==> config.mk <==
export PLATFORM = sky130hd
export DESIGN_NAME = if_id_queue_flat
export DESIGN_NICKNAME = d
export VERILOG_FILES = /design/src/rtl/if_id_queue_if.sv /design/src/rtl/if_id_queue.sv /design/src/flat_wrapper.sv
export SDC_FILE = /design/constraint.sdc
export NUM_CORES = 1
export LEC_CHECK = 0
export BUFFER_PORTS_ARGS = -buffer_cell sky130_fd_sc_hd__buf_2
export CORE_UTILIZATION = 52
export CTS_CLUSTER_SIZE = 24
export DETAILED_ROUTE_END_ITERATION = 7
export HOLD_SLACK_MARGIN = 0.05
export PLACE_DENSITY_LB_ADDON = 0.05
export RECOVER_POWER = 25
export SLEW_MARGIN = 30
export SYNTH_ARGS = -nofsm -noshare
export SYNTH_HDL_FRONTEND = slang
export SYNTH_SLANG_ARGS = --single-unit
==> constraint.sdc <==
create_clock -name clk -period 11.9 [get_ports clk]
set_input_delay 0.595 -clock clk [delete_from_list [all_inputs] [get_ports clk]]
set_output_delay 0.595 -clock clk [all_outputs]
set_load 0.1 [all_outputs]
==> src/rtl/if_id_queue_if.sv <==
// IF/ID boundary bundle: fetch-side packet handshake, decode-side head packet
// and the hazard unit's stall/flush controls.
interface if_id_queue_if #(
    parameter int XLEN  = 32,
    parameter int DEPTH = 2
);
    localparam int CNTW = $clog2(DEPTH + 1);

    logic            FlushD;
    logic            StallD;
    logic            validF;
    logic            readyF;
    logic [XLEN-1:0] PCF;
    logic [XLEN-1:0] PCPlus4F;
    logic [XLEN-1:0] instrF;
    logic            validD;
    logic [XLEN-1:0] PCD;
    logic [XLEN-1:0] PCPlus4D;
    logic [XLEN-1:0] instrD;
    logic [CNTW-1:0] countD;

    modport master (
        output FlushD, StallD, validF, PCF, PCPlus4F, instrF,
        input  readyF, validD, PCD, PCPlus4D, instrD, countD
    );

    modport slave (
        input  FlushD, StallD, validF, PCF, PCPlus4F, instrF,
        output readyF, validD, PCD, PCPlus4D, instrD, countD
    );
endinterface

==> src/rtl/if_id_queue.sv <==
// IF/ID boundary FIFO of {PC, PC+4, instruction} packets; decode sees a NOP
// bubble whenever the queue is empty.
module if_id_queue #(
    parameter int              XLEN       = 32,
    parameter int              DEPTH      = 2,
    parameter logic [XLEN-1:0] NOP_INSTR  = 32'h00000013,
    parameter bit              BUBBLE_NOP = 1'b1
) (
    input  logic         clk,
    input  logic         rst,
    if_id_queue_if.slave bus
);
    localparam int CNTW = $clog2(DEPTH + 1);
    // A single-slot queue still needs a 1-bit pointer to stay legal
    localparam int PTRW = (DEPTH > 1) ? $clog2(DEPTH) : 1;

    localparam logic [XLEN-1:0] BUBBLE_INSTR = BUBBLE_NOP ? NOP_INSTR : '0;

    logic [XLEN-1:0] pc_mem    [DEPTH];
    logic [XLEN-1:0] pc4_mem   [DEPTH];
    logic [XLEN-1:0] instr_mem [DEPTH];

    logic [CNTW-1:0] count;
    logic [PTRW-1:0] rd_ptr;
    logic [PTRW-1:0] wr_ptr;

    logic empty;
    logic full;
    logic pop;
    logic push;
    logic ready;

    function automatic logic [PTRW-1:0] ptr_inc(input logic [PTRW-1:0] p);
        return (p == PTRW'(DEPTH - 1)) ? '0 : p + PTRW'(1);
    endfunction

    assign empty = (count == '0);
    assign full  = (count == CNTW'(DEPTH));

    // A full queue may still accept when the head leaves in the same cycle
    assign pop   = !empty && !bus.StallD;
    assign ready = !full || pop;
    assign push  = bus.validF && ready && !bus.FlushD;

    always_ff @(posedge clk or negedge rst) begin
        if (!rst) begin
            count  <= '0;
            rd_ptr <= '0;
            wr_ptr <= '0;
        end else if (bus.FlushD) begin
            count  <= '0;
            rd_ptr <= '0;
            wr_ptr <= '0;
        end else begin
            if (push) begin
                wr_ptr <= ptr_inc(wr_ptr);
            end
            if (pop) begin
                rd_ptr <= ptr_inc(rd_ptr);
            end
            case ({push, pop})
                2'b10:   count <= count + CNTW'(1);
                2'b01:   count <= count - CNTW'(1);
                default: count <= count;
            endcase
        end
    end

    // Packet storage carries no reset; emptiness is tracked by count alone
    always_ff @(posedge clk) begin
        if (push) begin
            pc_mem[wr_ptr]    <= bus.PCF;
            pc4_mem[wr_ptr]   <= bus.PCPlus4F;
            instr_mem[wr_ptr] <= bus.instrF;
        end
    end

    always_comb begin
        bus.readyF   = ready;
        bus.validD   = !empty;
        bus.countD   = count;
        bus.PCD      = '0;
        bus.PCPlus4D = '0;
        bus.instrD   = BUBBLE_INSTR;
        if (!empty) begin
            bus.PCD      = pc_mem[rd_ptr];
            bus.PCPlus4D = pc4_mem[rd_ptr];
            bus.instrD   = instr_mem[rd_ptr];
        end
    end

    count_bounded: assert property (@(posedge clk) disable iff (!rst)
        count <= CNTW'(DEPTH));

    rd_ptr_in_range: assert property (@(posedge clk) disable iff (!rst)
        rd_ptr <= PTRW'(DEPTH - 1));

    wr_ptr_in_range: assert property (@(posedge clk) disable iff (!rst)
        wr_ptr <= PTRW'(DEPTH - 1));
endmodule

==> src/flat_wrapper.sv <==
// flat-port wrapper written by rule: the top's interface ports become plain ports
module if_id_queue_flat 
#(
    parameter int              XLEN       = 32,
    parameter int              DEPTH      = 2,
    parameter logic [XLEN-1:0] NOP_INSTR  = 32'h00000013,
    parameter bit              BUBBLE_NOP = 1'b1
)
  (clk, rst, bus_FlushD, bus_StallD, bus_validF, bus_PCF, bus_PCPlus4F, bus_instrF, bus_readyF, bus_validD, bus_PCD, bus_PCPlus4D, bus_instrD, bus_countD);
  if_id_queue_if #(.XLEN(XLEN), .DEPTH(DEPTH)) bus_i ();
  input  logic clk;
  input  logic rst;
  input wire logic [$bits(bus_i.FlushD)-1:0] bus_FlushD;
  input wire logic [$bits(bus_i.StallD)-1:0] bus_StallD;
  input wire logic [$bits(bus_i.validF)-1:0] bus_validF;
  input wire logic [$bits(bus_i.PCF)-1:0] bus_PCF;
  input wire logic [$bits(bus_i.PCPlus4F)-1:0] bus_PCPlus4F;
  input wire logic [$bits(bus_i.instrF)-1:0] bus_instrF;
  output wire logic [$bits(bus_i.readyF)-1:0] bus_readyF;
  output wire logic [$bits(bus_i.validD)-1:0] bus_validD;
  output wire logic [$bits(bus_i.PCD)-1:0] bus_PCD;
  output wire logic [$bits(bus_i.PCPlus4D)-1:0] bus_PCPlus4D;
  output wire logic [$bits(bus_i.instrD)-1:0] bus_instrD;
  output wire logic [$bits(bus_i.countD)-1:0] bus_countD;
  assign bus_i.FlushD = bus_FlushD;
  assign bus_i.StallD = bus_StallD;
  assign bus_i.validF = bus_validF;
  assign bus_i.PCF = bus_PCF;
  assign bus_i.PCPlus4F = bus_PCPlus4F;
  assign bus_i.instrF = bus_instrF;
  assign bus_readyF = bus_i.readyF;
  assign bus_validD = bus_i.validD;
  assign bus_PCD = bus_i.PCD;
  assign bus_PCPlus4D = bus_i.PCPlus4D;
  assign bus_instrD = bus_i.instrD;
  assign bus_countD = bus_i.countD;
  if_id_queue #(.XLEN(XLEN), .DEPTH(DEPTH), .NOP_INSTR(NOP_INSTR), .BUBBLE_NOP(BUBBLE_NOP)) u_core (.clk(clk), .rst(rst), .bus(bus_i));
endmodule
==> results of run 1 <==
==> cell usage after synthesis (2+ instances only) <==
master	number
nor2_1	95
dfrtp_1	4
or3_1	2
mux2i_1	96
buf_2	13
a21oi_1	3
buf_4	4
nand2_1	4
edfxtp_1	192
inv_1	2
clkbuf_1	5
o21ai_0	2
==> logic make-up after synthesis <==
kind of cell	Yosys count	synth area share, %
flops	196	78.8
simple gates	105	5.52
mux	97	13.1
buf+inv	25	1.68
compound gates	8	0.774
xor+xnor	1	0.118
==> power by group <==
part           total (mW)  internal (mW)  switching [mW]
logic               0.323         0.0571           0.266
clock network       0.486          0.261           0.225
registers           0.798          0.788         0.00942
total                1.61           1.11           0.500
==> layout make-up <==
cell class	count	area share, %
sequential	196	64.2
timing repair buffer	208	11.7
inverter	3	0.123
tap	180	2.46
clock buffer	19	4.74
clock inverter	12	0.739
multi-input combinational	211	16.0
==> worst max-delay path, delay by kind of cell (launching register included) <==
family | cells | cell delay [ns]
buffers and inverters | 2 | 1.09
flip-flops | 1 | 0.68
multiplexers | 1 | 0.16
AND/OR/NAND/NOR | 1 | 0.16
==> how the worst max path moves through the flow <==
stage	slack [ns]	end	from
detailed placement	8.67	bus_instrD[13]	u_core.rd_ptr
finish	8.74	bus_instrD[13]	u_core.rd_ptr
floorplan	2.09	u_core.instr_mem[1][0]	u_core.bus.countD[0]
CTS	8.20	bus_instrD[13]	u_core.rd_ptr
global route	8.60	bus_instrD[23]	u_core.rd_ptr
global placement	8.68	bus_instrD[13]	u_core.rd_ptr
==> registers in the layout, summed over array words and instances (netlist names) <==
| name | flops |
|---|---|
| u_core.pc4_mem | 64 |
| u_core.instr_mem | 64 |
| u_core.bus.countD | 2 |
| u_core.rd_ptr | 1 |
| u_core.wr_ptr | 1 |
| u_core.pc_mem | 64 |
==> placed cells by master, fill, tap and decap left out, drive strengths merged <==
master,instances
inv,3
or3,2
a41o,1
clkinv,7
nor2,95
nand3b,1
mux2i,96
nor2b,1
nor3b,1
xnor2,1
mux2,1
dlygate4sd3,1
nand2,4
clkinvlp,5
a221oi,1
clkbuf,31
dfrtp,4
buf,195
nor3,1
a21oi,3
a211oi,1
o21ai,2
edfxtp,192
==> routing by layer <==
metal  routed length [um]  vias to the layer above
met5                    0                        -
met4                  290                        0
met3                  872                       23
met2                 6940                      125
met1                 5340                     1968
li1                     -                     2015
==> results, run 1 <==
- The run finished with clean final reports.
- STA classifies the critical path endpoint as an output pin.
- The worst hold-check path type is in -> reg.
- The number of hold buffers added after CTS is 1.
- Of the available clock period, the critical path in the final layout requires a little over a quarter.
- The Yosys step of the flow raised 0 warnings.
- The global-route met2 utilization is a little under a third.
- At the worst endpoint, the required time is between 10 and 15 ns.
- Counting I/O delays and the setup requirement, the final critical path takes roughly 3.2 ns.
- The detailed-router iteration count before antenna repair is 4.
- The initial core utilization is a little over half.
- In the post-synthesis netlist, the biggest area contributors are edfxtp_1 77%, mux2i_1 13%, nor2_1 4.8%, dfrtp_1 1.3%, buf_2 0.87%.
- The worst-case headroom to the max-slew limit is roughly two fifths.
- The cell taking the most area after synthesis is edfxtp_1.
- After detailed placement, the design holds a cell count of slightly below 800.
- Along the worst hold path, the cell count comes to 1.
- For the worst setup path, the data arrival time is roughly 2.6 ns.
- The number of setup violations in the final report is 0.
- After clock tree synthesis, the repair step resized 0 gates.
- The startpoint identified for the worst register-to-register timing path is u_core.bus.countD[0].
- The critical path is of the reg -> out type.
- In this run the deepest clock path goes through 2 buffers.
- Detailed placement ended at an HPWL of ~8400 um.
- The worst setup path is launched from a register.
- The via count normalized by instance count is around 5.0.
- In the final design database the tool counted 738 nets.
- The tightest hold path in the finished design has a slack of between 0.3 and 0.4 ns.
- The clock tree from TritonCTS is done.
- In this run the static leakage power is roughly 3.4 nW.
- The count of cell types in the netlist is 22.
- The synthesized area per cell is 17.2 um2.
- The number of inserted filler cells in the final layout is 1,070.
- The number of slew-limit violations in the final report is 0.
- Dividing the detail-routed wire length by the instance count gives 16.2 um.
- In the synthesized netlist the async set-or-reset flop fraction comes to ~2%.
- Along the worst path, the maximum fanout reaches 41.
- Relative to the synthesized area, the layout overhead comes to 22.9%.
- The top flip-flop cell by instance count after synthesis is edfxtp_1.
- The total congestion overflow is 0.
- The worst-case vdd ir drop is 0.107 mV.
- The placer's final routability congestion estimate is 0.736.
- At the pin with the least slew margin, the transition time is approximately 0.90 ns.
- The total power draw is 1.61 mW.
- In this run the cell area of the synthesized design comes to about 7400 um2.
- The end point of the most critical hold path is u_core.pc_mem[0][25].
- After routing, the total negative slack on setup checks comes to 0 ns.
- Once the clock tree was built, the setup fixing pass inserted 0 buffers.
- The number of antenna violations at the first check in global routing is 1.
- The sequential cell area fraction in the yosys report is roughly 79%.
- The startpoint identified for the worst hold timing path is bus_PCF[25].
- The number of endpoints with negative hold slack in the final report came to 0.
- The largest single stage delay on the critical path is between 0.6 and 0.7 ns.
- The library cell contributing the largest single delay on the critical path is dfrtp_4.
- Summing all multi-input logic gate instances after layout gives ~1500 um2.
- The count of state elements after synthesis is between 150 and 200.
- Traced cell by cell, the critical path runs through buf_4 > mux2i_1 > nor2_1 > buf_2.
- The highest clock frequency the design can meet is 317 MHz.
- In the global route stage, met1 resource usage came out at a little over a fifth.
- The register-to-register setup slack is roughly 9.7 ns.
- The non-filler instance count after layout is between 800 and 900.
- The global-route usage over all layers is approximately 19%.
- The top-area cell type share of the netlist area is approximately 77%.
- The clock net in this run drives a total of 196 sinks.
- Max-cap violations in this run came to 0.
- The first-iteration detailed-routing DRC count is around 300.
- The wire length of the first global-routing pass is 20,000 um.
- The core outline area is 13,900 um2.
- Registers take a little under 6000 um2.
- Cells fill roughly 66% of the core in the end.
- Counting cells, the worst reg-to-reg path comes to 4.
- After detailed routing, the number of remaining DRC violations is 0.
- The number of clock buffers added by TritonCTS is 17.
- The routed layout has 4,131 vias.
- The die covers ~15,000 um2.
- The number of global-route vias before repair is 4,049.
- The final layout contains routed wiring with a total length of approximately 13,000 um.
- The maximum level of the CTS H-tree is 4.
- After clock tree synthesis, the clock-pin slew on the worst setup and hold paths is roughly 0.060 ns.
- The worst clock skew is roughly 0.0085 ns.
- The floorplan step set the die height to 122 um.
- The overall die width is 122 um.
- Across all setup checks in the final design, the least slack found is between 8 and 9 ns.
- The area of placed instances is approximately 8600 um2.
- The destination of the worst register-to-register timing path is u_core.instr_mem[1][6].
- In this run the core area contains 43 standard-cell rows.
- The maximum number of pins on one net before global-route repair is 86.
- The root buffer cell is clkbuf_16.
- For met3 alone, demand over resource in global routing was 7.07%.
- The number of cells produced by synthesis is around 430.
- 201 I/O pins were placed.
- Port buffering added 200 buffers.
- The diode insertion count for antenna repair is 0.
- The number of synthesized flops with an enable pin is 192.
- The share of final-layout standard cells stronger than drive strength 1 is 34.8%.
- The worst setup slack before clock tree synthesis is a little under 9 ns.
- Dividing total power by cell area gives a power density of approximately 180 nW/um2.
- The final antenna-violating net count is 0.
- For the worst-skew pair, the clock arrives at the later sink with an insertion delay of between 0.4 and 0.5 ns.
- Setup repair after global routing left no endpoint under its margin.
- The area of all placed cells without fillers is around 9100 um2.
- When the netlist entered floorplanning its net count stood at approximately 530.
- The global routing stage identified its most utilized layer as met2.
(Power assumes the default switching activity.)
==> inputs of run 2 (changes only) <==
--- a/config.mk
+++ b/config.mk
@@ -5,8 +5,9 @@
 export SDC_FILE = /design/constraint.sdc
 export NUM_CORES = 1
 export LEC_CHECK = 0
+export ABC_AREA = 1
 export BUFFER_PORTS_ARGS = -buffer_cell sky130_fd_sc_hd__buf_2
-export CORE_UTILIZATION = 52
+export CORE_UTILIZATION = 53
 export CTS_CLUSTER_SIZE = 24
 export DETAILED_ROUTE_END_ITERATION = 7
 export HOLD_SLACK_MARGIN = 0.05
==> constraint.sdc (replaced) <==
create_clock -name clk -period 3 [get_ports clk]
set_input_delay 0.15 -clock clk [delete_from_list [all_inputs] [get_ports clk]]
set_output_delay 0.15 -clock clk [all_outputs]
set_load 0.1 [all_outputs]
==> results, run 2 <==
- The diode insertion count for antenna repair is 0 (unchanged).
- The number of placed I/O pins was 201 (unchanged).
- The number of antenna violations at the first check in global routing is 0 (-1).
- The area added between synthesis and finish is 35.3%.
- The detailed-router iteration count before antenna repair came to 5 (+1).
- The number of endpoints with negative hold slack in the final report is 0 (unchanged).
- The most used flip-flop cell after synthesis is edfxtp_1.
- The setup path with the least slack is of type reg -> out.
- The number of global-route vias before repair is 5,342 (+32%).
- The worst clock skew is 0.00559 ns (-0.00289 ns).
- The number of design rule violations left after detail routing is 0 (unchanged).
- The tightest min-delay check is of the in -> reg type.
- The final clock period utilization by the worst path is 87.5%.
- The site row count is 43 (unchanged).
- The number of cells produced by synthesis is 553 (+28%).
- The placed cell count was 914 (+15%).
- The synthesized area per cell is 13.9 um2 (-19%).
- The cell area after technology mapping is 7710 um2 (+3.6%).
- The share of final-layout standard cells stronger than drive strength 1 was 32.6% (-2.2 points).
- The register-to-register setup slack is 0.95 ns (-8.75 ns).
- Yosys attributes the largest share of cell area to edfxtp_1 75%, nand2_1 9.8%, a21oi_2 8.0%, a21oi_1 1.6%, buf_6 1.3%.
- The run finished with clean final reports.
- The average routed wire per standard cell is 16.3 um (+0.44%).
- Setup repair after global routing left no endpoint under its margin.
- The detailed-routed wire length on met2 is 8660 um (+25%).
- The sequential cell area fraction in the yosys report is 76.1% (-2.8 points).
- The routed wire length is 17,000 um (+26%).
- The first-iteration detailed-routing DRC count is 342 (+14%).
- The largest registers in the layout are u_core.instr_mem: 64 flops, u_core.pc4_mem: 64 flops, u_core.pc_mem: 64 flops.
- The launch point of the worst hold path is bus_FlushD.
- The library cell used most frequently in the layout, excluding fill and tap cells, is nand2_1.
- The area taken by multi-input logic gates is 1620 um2 (+10%).
- The number of clock sinks is 196 (unchanged).
- The placer's final routability congestion estimate was 0.798 (+8.4%).
- The number of slew-limit violations in the final report came to 0 (unchanged).
- The count of state elements after synthesis is 196 (unchanged).
- In the layout the commonest cells are 200 x nand2_1, 192 x edfxtp_1, 158 x buf_2.
- The peak per-stage delay on the critical path came to 0.69 ns (about the same).
- The total met3 wirelength after detailed routing is 969 um (+11%).
- The global-route usage over all layers is 23.4% (+4.9 points).
- The wire length of the first global-routing pass is 25,900 um (+29%).
- The number of inserted filler cells in the final layout came to 967 (-9.6%).
- The signal on the critical path passes through clkinv_2 > buf_12 > nand2_1 > a21oi_1 > buf_2.
- The clock network latency to the later pin of the worst-skew pair is 0.42 ns (about the same).
- Derived from the worst setup path, the maximum achievable clock frequency is 381 MHz.
- The length in cells of the worst reg-to-reg path is 4 (unchanged).
- The top-area cell type share of the netlist area is 74.8% (-2.7 points).
- The clock buffer count from CTS came to 17 (unchanged).
- The maximum number of buffers from clock root to sink is 2 (unchanged).
- The total congestion overflow is 0 (unchanged).
- The worst endpoint required time is 2.85 ns (-8.46 ns).
- The count of cells resized by post-cts repair is 0 (unchanged).
- The number of setup violations in the final report is 0 (unchanged).
- The number of warnings issued by yosys was 0 (unchanged).
- TritonCTS built the clock tree.
- The register cell area after layout is 5880 um2 (+0.13%).
- The total negative slack is 0 ns (unchanged).
- The layout net count is 953 (+29%).
- The wire length the detailed router placed on met1 was 7000 um (+31%).
- The overall die width was 123 um (+0.81%).
- The largest individual stage delay along the critical path comes from the cell dfrtp_4.
- The number of nets in the synthesized netlist is 654 (+23%).
- The worst-case headroom to the max-slew limit was 53.6% (+13 points).
- In this run the clock root is driven by a clkbuf_16.
- The total of buffers placed on input and output ports is 200 (unchanged).
- The most repeated cell in the gate-level netlist after synthesis is nand2_1.
- The worst path arrival time was 2.48 ns (-0.08 ns).
- The end point of the most critical hold path is u_core.rd_ptr.
- The fraction of registers with async set/reset is 2.04% (unchanged).
- The count of cell types in the netlist was 17 (-23%).
- The total half-perimeter wirelength after legalization and detailed placement is 10,200 um (+21%).
- The final antenna-violating net count is 0 (unchanged).
- The number of synthesized flops with an enable pin is 192 (unchanged).
- The via count normalized by instance count is 5.08 (+1.9%).
- The maximum number of pins on one net before global-route repair came to 61 (-29%).
- The number of buffer and inverter stages on the critical path is 3 (+1).
- The vertical die dimension is 123 um (+0.81%).
- The die area is 15,000 um2 (+1.6%).
- The clock period minus final worst setup slack is around 2.6 ns.
- The number of cells on the worst hold path came to 4 (+3).
- The slew at the pin closest to its max-slew limit is 0.695 ns (-0.204 ns).
- Counting instances in the post-synthesis netlist gives the leading cell types as 202 x nand2_1, 192 x edfxtp_1, 70 x a21oi_2.
- The uppermost layer routed is met4.
- The initial core utilization is 54.9% (+1.5 points).
- The non-filler instance count after layout is 1,042 (+26%).
- The count of max-cap constraint violations is 0 (unchanged).
- The type of origin of the critical path is a register.
- The top cell family by delay on the critical path is buffers and inverters.
- In this run the critical register-to-register path is launched from u_core.bus.countD[1].
- The core outline area was 14,000 um2 (+0.77%).
- The maximum fanout along the worst path was 50 (+22%).
- The endpoint class of the critical path is an output pin.
- The destination of the worst register-to-register timing path is u_core.pc4_mem[1][26].
- The cell taking the most area after synthesis is edfxtp_1.
- The clock-pin slew of the registers on the worst-case setup and hold paths is 0.06 ns (about the same).
- The maximum level of the CTS H-tree is 4 (unchanged).
- The total number of vias came to 5,292 (+28%).
-- run 2: kinds of logic after synthesis --
family / synth area share, %
AOI/OAI and AO/OA: 9.74
buffers and inverters: 3.33
and+or+nand+nor: 10.8
DFF: 76.1
-- run 2: metal layers --
metal	vias to the layer above	track usage [%]
met5	-	0
met2	176	39.8
met4	0	9.53
li1	2539	-
met1	2550	28.5
met3	27	5.90
-- run 2: final cells by class --
type                       instances  share of cell area (%)
clock buffer                      17                    4.08
inverter                          12                   0.528
tap                              180                    2.16
timing repair buffer             311                    20.1
multi-input combinational        314                    15.5
sequential                       196                    56.3
clock inverter                    12                    1.34
-- run 2: worst max path at each step --
stage | start | end | slack, ns | depth (start not counted)
final | u_core.rd_ptr | bus_PCD[7] | 0.37 | 5
after floorplan | u_core.bus.countD[0] | u_core.instr_mem[0][0] | -0.17 | 6
after global routing | u_core.rd_ptr | bus_PCD[31] | 0.27 | 5
after global placement | u_core.rd_ptr | bus_PCD[7] | 0.82 | 5
after CTS | u_core.rd_ptr | bus_PCD[7] | 0.36 | 5
after detailed placement | u_core.rd_ptr | bus_PCD[7] | 0.82 | 5
-- run 2: what timing repair did --
| action | CTS | global route |
|---|---|---|
| buffers inserted | 0 | 0 |
| endpoints found under the setup margin | 0 | 0 |
| hold buffers | 99 | 0 |
| endpoints found under the hold margin | 196 | 0 |
-- run 2: worst reg2reg max path: cells and delay by family, from the launching register on --
family	cells	cell delay, ns
AND/OR/NAND/NOR	3	0.83
flip-flops	1	0.53
buffers and inverters	1	0.36
-- run 2: metrics by stage --
| stage | util, % | area (um2) | hold WS, ns | worst slack (ns) |
|---|---|---|---|---|
| finish | 74.3 | 10400 | 0.106 | 0.374 |
| global route | 74.3 | 10400 | 0.131 | 0.270 |
| CTS | 74.7 | 10500 | 0.0772 | 0.361 |
| detailed placement | 63.6 | 8930 | -0.0376 | 0.824 |
| global placement | 63.6 | 8930 | -0.0318 | 0.817 |
| floorplan | - | 7750 | -0.146 | -0.168 |
Power of run 2 is left out: the tool's default activity adds up to more than one toggle a clock period on the data nets, which glitch-free logic cannot reach.
==> inputs of run 3 (changes only) <==
--- a/config.mk
+++ b/config.mk
@@ -7,6 +7,7 @@
 export LEC_CHECK = 0
 export ABC_AREA = 1
 export BUFFER_PORTS_ARGS = -buffer_cell sky130_fd_sc_hd__buf_2
+export CORE_ASPECT_RATIO = 0.5
 export CORE_UTILIZATION = 53
 export CTS_CLUSTER_SIZE = 24
 export DETAILED_ROUTE_END_ITERATION = 7
==> results, run 3 (synthesis gave the netlist of run 2 again) <==
- The total number of vias was 5,237 (-1.0%).
- The initial core utilization is 55.7% (+0.76 points).
- The maximum number of pins on one net before global-route repair is 97 (+59%).
- The flow ran to the end, and the final reports show no timing, DRC or antenna violations.
- The number of slew-limit violations in the final report is 0 (unchanged).
- The core outline area is 13,900 um2 (-1.4%).
- The placer's final routability congestion estimate is 0.812 (+1.7%).
- The clock-pin slew of the registers on the worst-case setup and hold paths is 0.07 ns (about the same).
- Leaving out fill and tap cells, the most frequent cell in the layout is nand2_1.
- TritonCTS built the clock tree.
- The critical path in this run is classified as reg -> out.
- The total of buffers placed on input and output ports is 200 (unchanged).
- The wire length of the first global-routing pass is 25,400 um (-2.0%).
- The share of final-layout standard cells stronger than drive strength 1 is 34.3% (+1.7 points).
- The post-route core utilization is 75.0% (+0.74 points).
- The first-iteration detailed-routing DRC count came to 241 (-30%).
- The number of antenna violations at the first check in global routing was 0 (unchanged).
- The global-route usage over all layers is 22.1% (-1.3 points).
- The highest clock frequency the design can meet is 409 MHz (+7.3%).
- The worst endpoint required time is 2.85 ns (about the same).
- The clock period minus final worst setup slack is 2.45 ns (-0.178 ns).
- The vertical die dimension is 87.3 um (-29%).
- The average routed wire per standard cell is 15.6 um (-3.9%).
- The overall die width is 173 um (+41%).
- The clock network latency to the later pin of the worst-skew pair came to 0.42 ns (about the same).
- The reg-to-reg critical path startpoint is u_core.bus.countD[0].
- The worst setup path is launched from a register.
- The number of endpoints with negative hold slack in the final report is 0 (unchanged).
- The number of placed I/O pins is 201 (unchanged).
- Clock tree synthesis selected as its root buffer the cell clkbuf_16.
- In the layout the commonest cells are 200 x nand2_1, 192 x edfxtp_1, 166 x buf_2.
- The total congestion overflow was 0 (unchanged).
- The routed wire length was 16,500 um (-2.9%).
- The detailed-router iteration count before antenna repair was 4 (-1).
- The worst clock skew is 0.0129 ns (+0.00727 ns).
- The site row count is 30 (-30%).
- The area growth from synthesis to layout is 34.8%.
- Setup repair after global routing left no endpoint under its margin.
- The die area is 15,100 um2 (+0.20%).
- The clock buffer count from CTS is 17 (unchanged).
- The count of max-cap constraint violations is 0 (unchanged).
- The post-CTS setup repair buffer count is 0 (unchanged).
- The worst hold-check path type is in -> reg.
- The critical path ends at bus_PCPlus4D[22].
- The endpoint class of the critical path is an output pin.
- The total half-perimeter wirelength after legalization and detailed placement came to 9320 um (-8.3%).
- The worst-case headroom to the max-slew limit is 52.0% (-1.6 points).
- The diode insertion count for antenna repair came to 0 (unchanged).
- The layout net count came to 950 (-0.31%).
- The maximum fanout along the worst path is 41 (-18%).
- The worst path arrival time was 2.30 ns (-0.18 ns).
- The final antenna-violating net count came to 0 (unchanged).
- The number of global-route vias before repair is 5,120 (-4.2%).
- The maximum number of buffers from clock root to sink is 2 (unchanged).
- The slew at the pin closest to its max-slew limit is 0.720 ns (+0.0254 ns).
- The endpoint identified for the worst register-to-register timing path is u_core.pc_mem[0][7].
- The final clock period utilization by the worst path is 81.6% (-5.9 points).
- The largest registers in the layout are u_core.instr_mem: 64 flops, u_core.pc4_mem: 64 flops, u_core.pc_mem: 64 flops.
- The via count normalized by instance count came to 4.97 (-2.1%).
- The maximum level of the CTS H-tree is 4 (unchanged).
- The number of clock sinks is 196 (unchanged).
- The number of setup violations in the final report is 0 (unchanged).
- The critical path starts at u_core.bus.countD[1].
- The register-to-register setup slack came to 0.84 ns (-0.11 ns).
- The length in cells of the worst reg-to-reg path is 7 (+3).
- The number of design rule violations left after detail routing is 0 (unchanged).
## run 3: layout make-up
| cell class | count | area, um2 |
|---|---|---|
| Timing Repair Buffer | 308 | 2050 |
| Sequential cell | 196 | 5880 |
| Tap cell | 192 | 240 |
| Clock inverter | 14 | 124 |
| Multi-Input combinational cell | 314 | 1620 |
| Inverter | 12 | 55.1 |
| Fill cell | 910 | 3460 |
| Clock buffer | 17 | 425 |
## run 3: routing by layer
metal  share of wire, %  track usage [%]  vias up
met5                  0                0        -
met4               0.89             6.57        0
met3                6.3             5.72       14
met2                 51             38.5      163
met1                 42             27.8     2525
li1                   -                -     2535
## run 3: worst max-delay path, cell delays in order, from the launching register on
cell     delay, ns
dfrtp_4       0.51
inv_2         0.08
nand2_4       0.09
inv_4         0.40
buf_4         0.40
a21oi_2       0.06
buf_2         0.30
## run 3: how the worst min path moves through the flow
stage / from / to / slack (ns) / depth (start not counted)
global placement: rst / u_core.bus.countD[0] / -0.03 / 1
global route: bus_validF / u_core.wr_ptr / 0.13 / 4
CTS: rst / u_core.rd_ptr / 0.08 / 2
finish: bus_validF / u_core.wr_ptr / 0.1 / 4
floorplan: rst / u_core.rd_ptr / -0.15 / 0
detailed placement: rst / u_core.bus.countD[0] / -0.03 / 1
## run 3: through the flow
step	cells	hold WS, ns	worst slack, ns	instance area (um2)	setup TNS (ns)
2_1_floorplan	553	-0.146	-0.168	7750	-25.91
3_3_place_gp	925	-0.0319	0.838	8910	0
3_5_place_dp	925	-0.0297	0.826	8910	0
4_1_cts	1053	0.0770	0.514	10400	0
5_1_grt	1053	0.126	0.435	10400	0
6_report	1053	0.0979	0.552	10400	0
## run 3: repair_timing
item | CTS | global route
endpoints found under the setup margin | 0 | 0
gates resized for setup | 0 | 0
endpoints found under the hold margin | 196 | 0
hold buffers | 97 | 0
Power of run 3 is left out for the same reason.
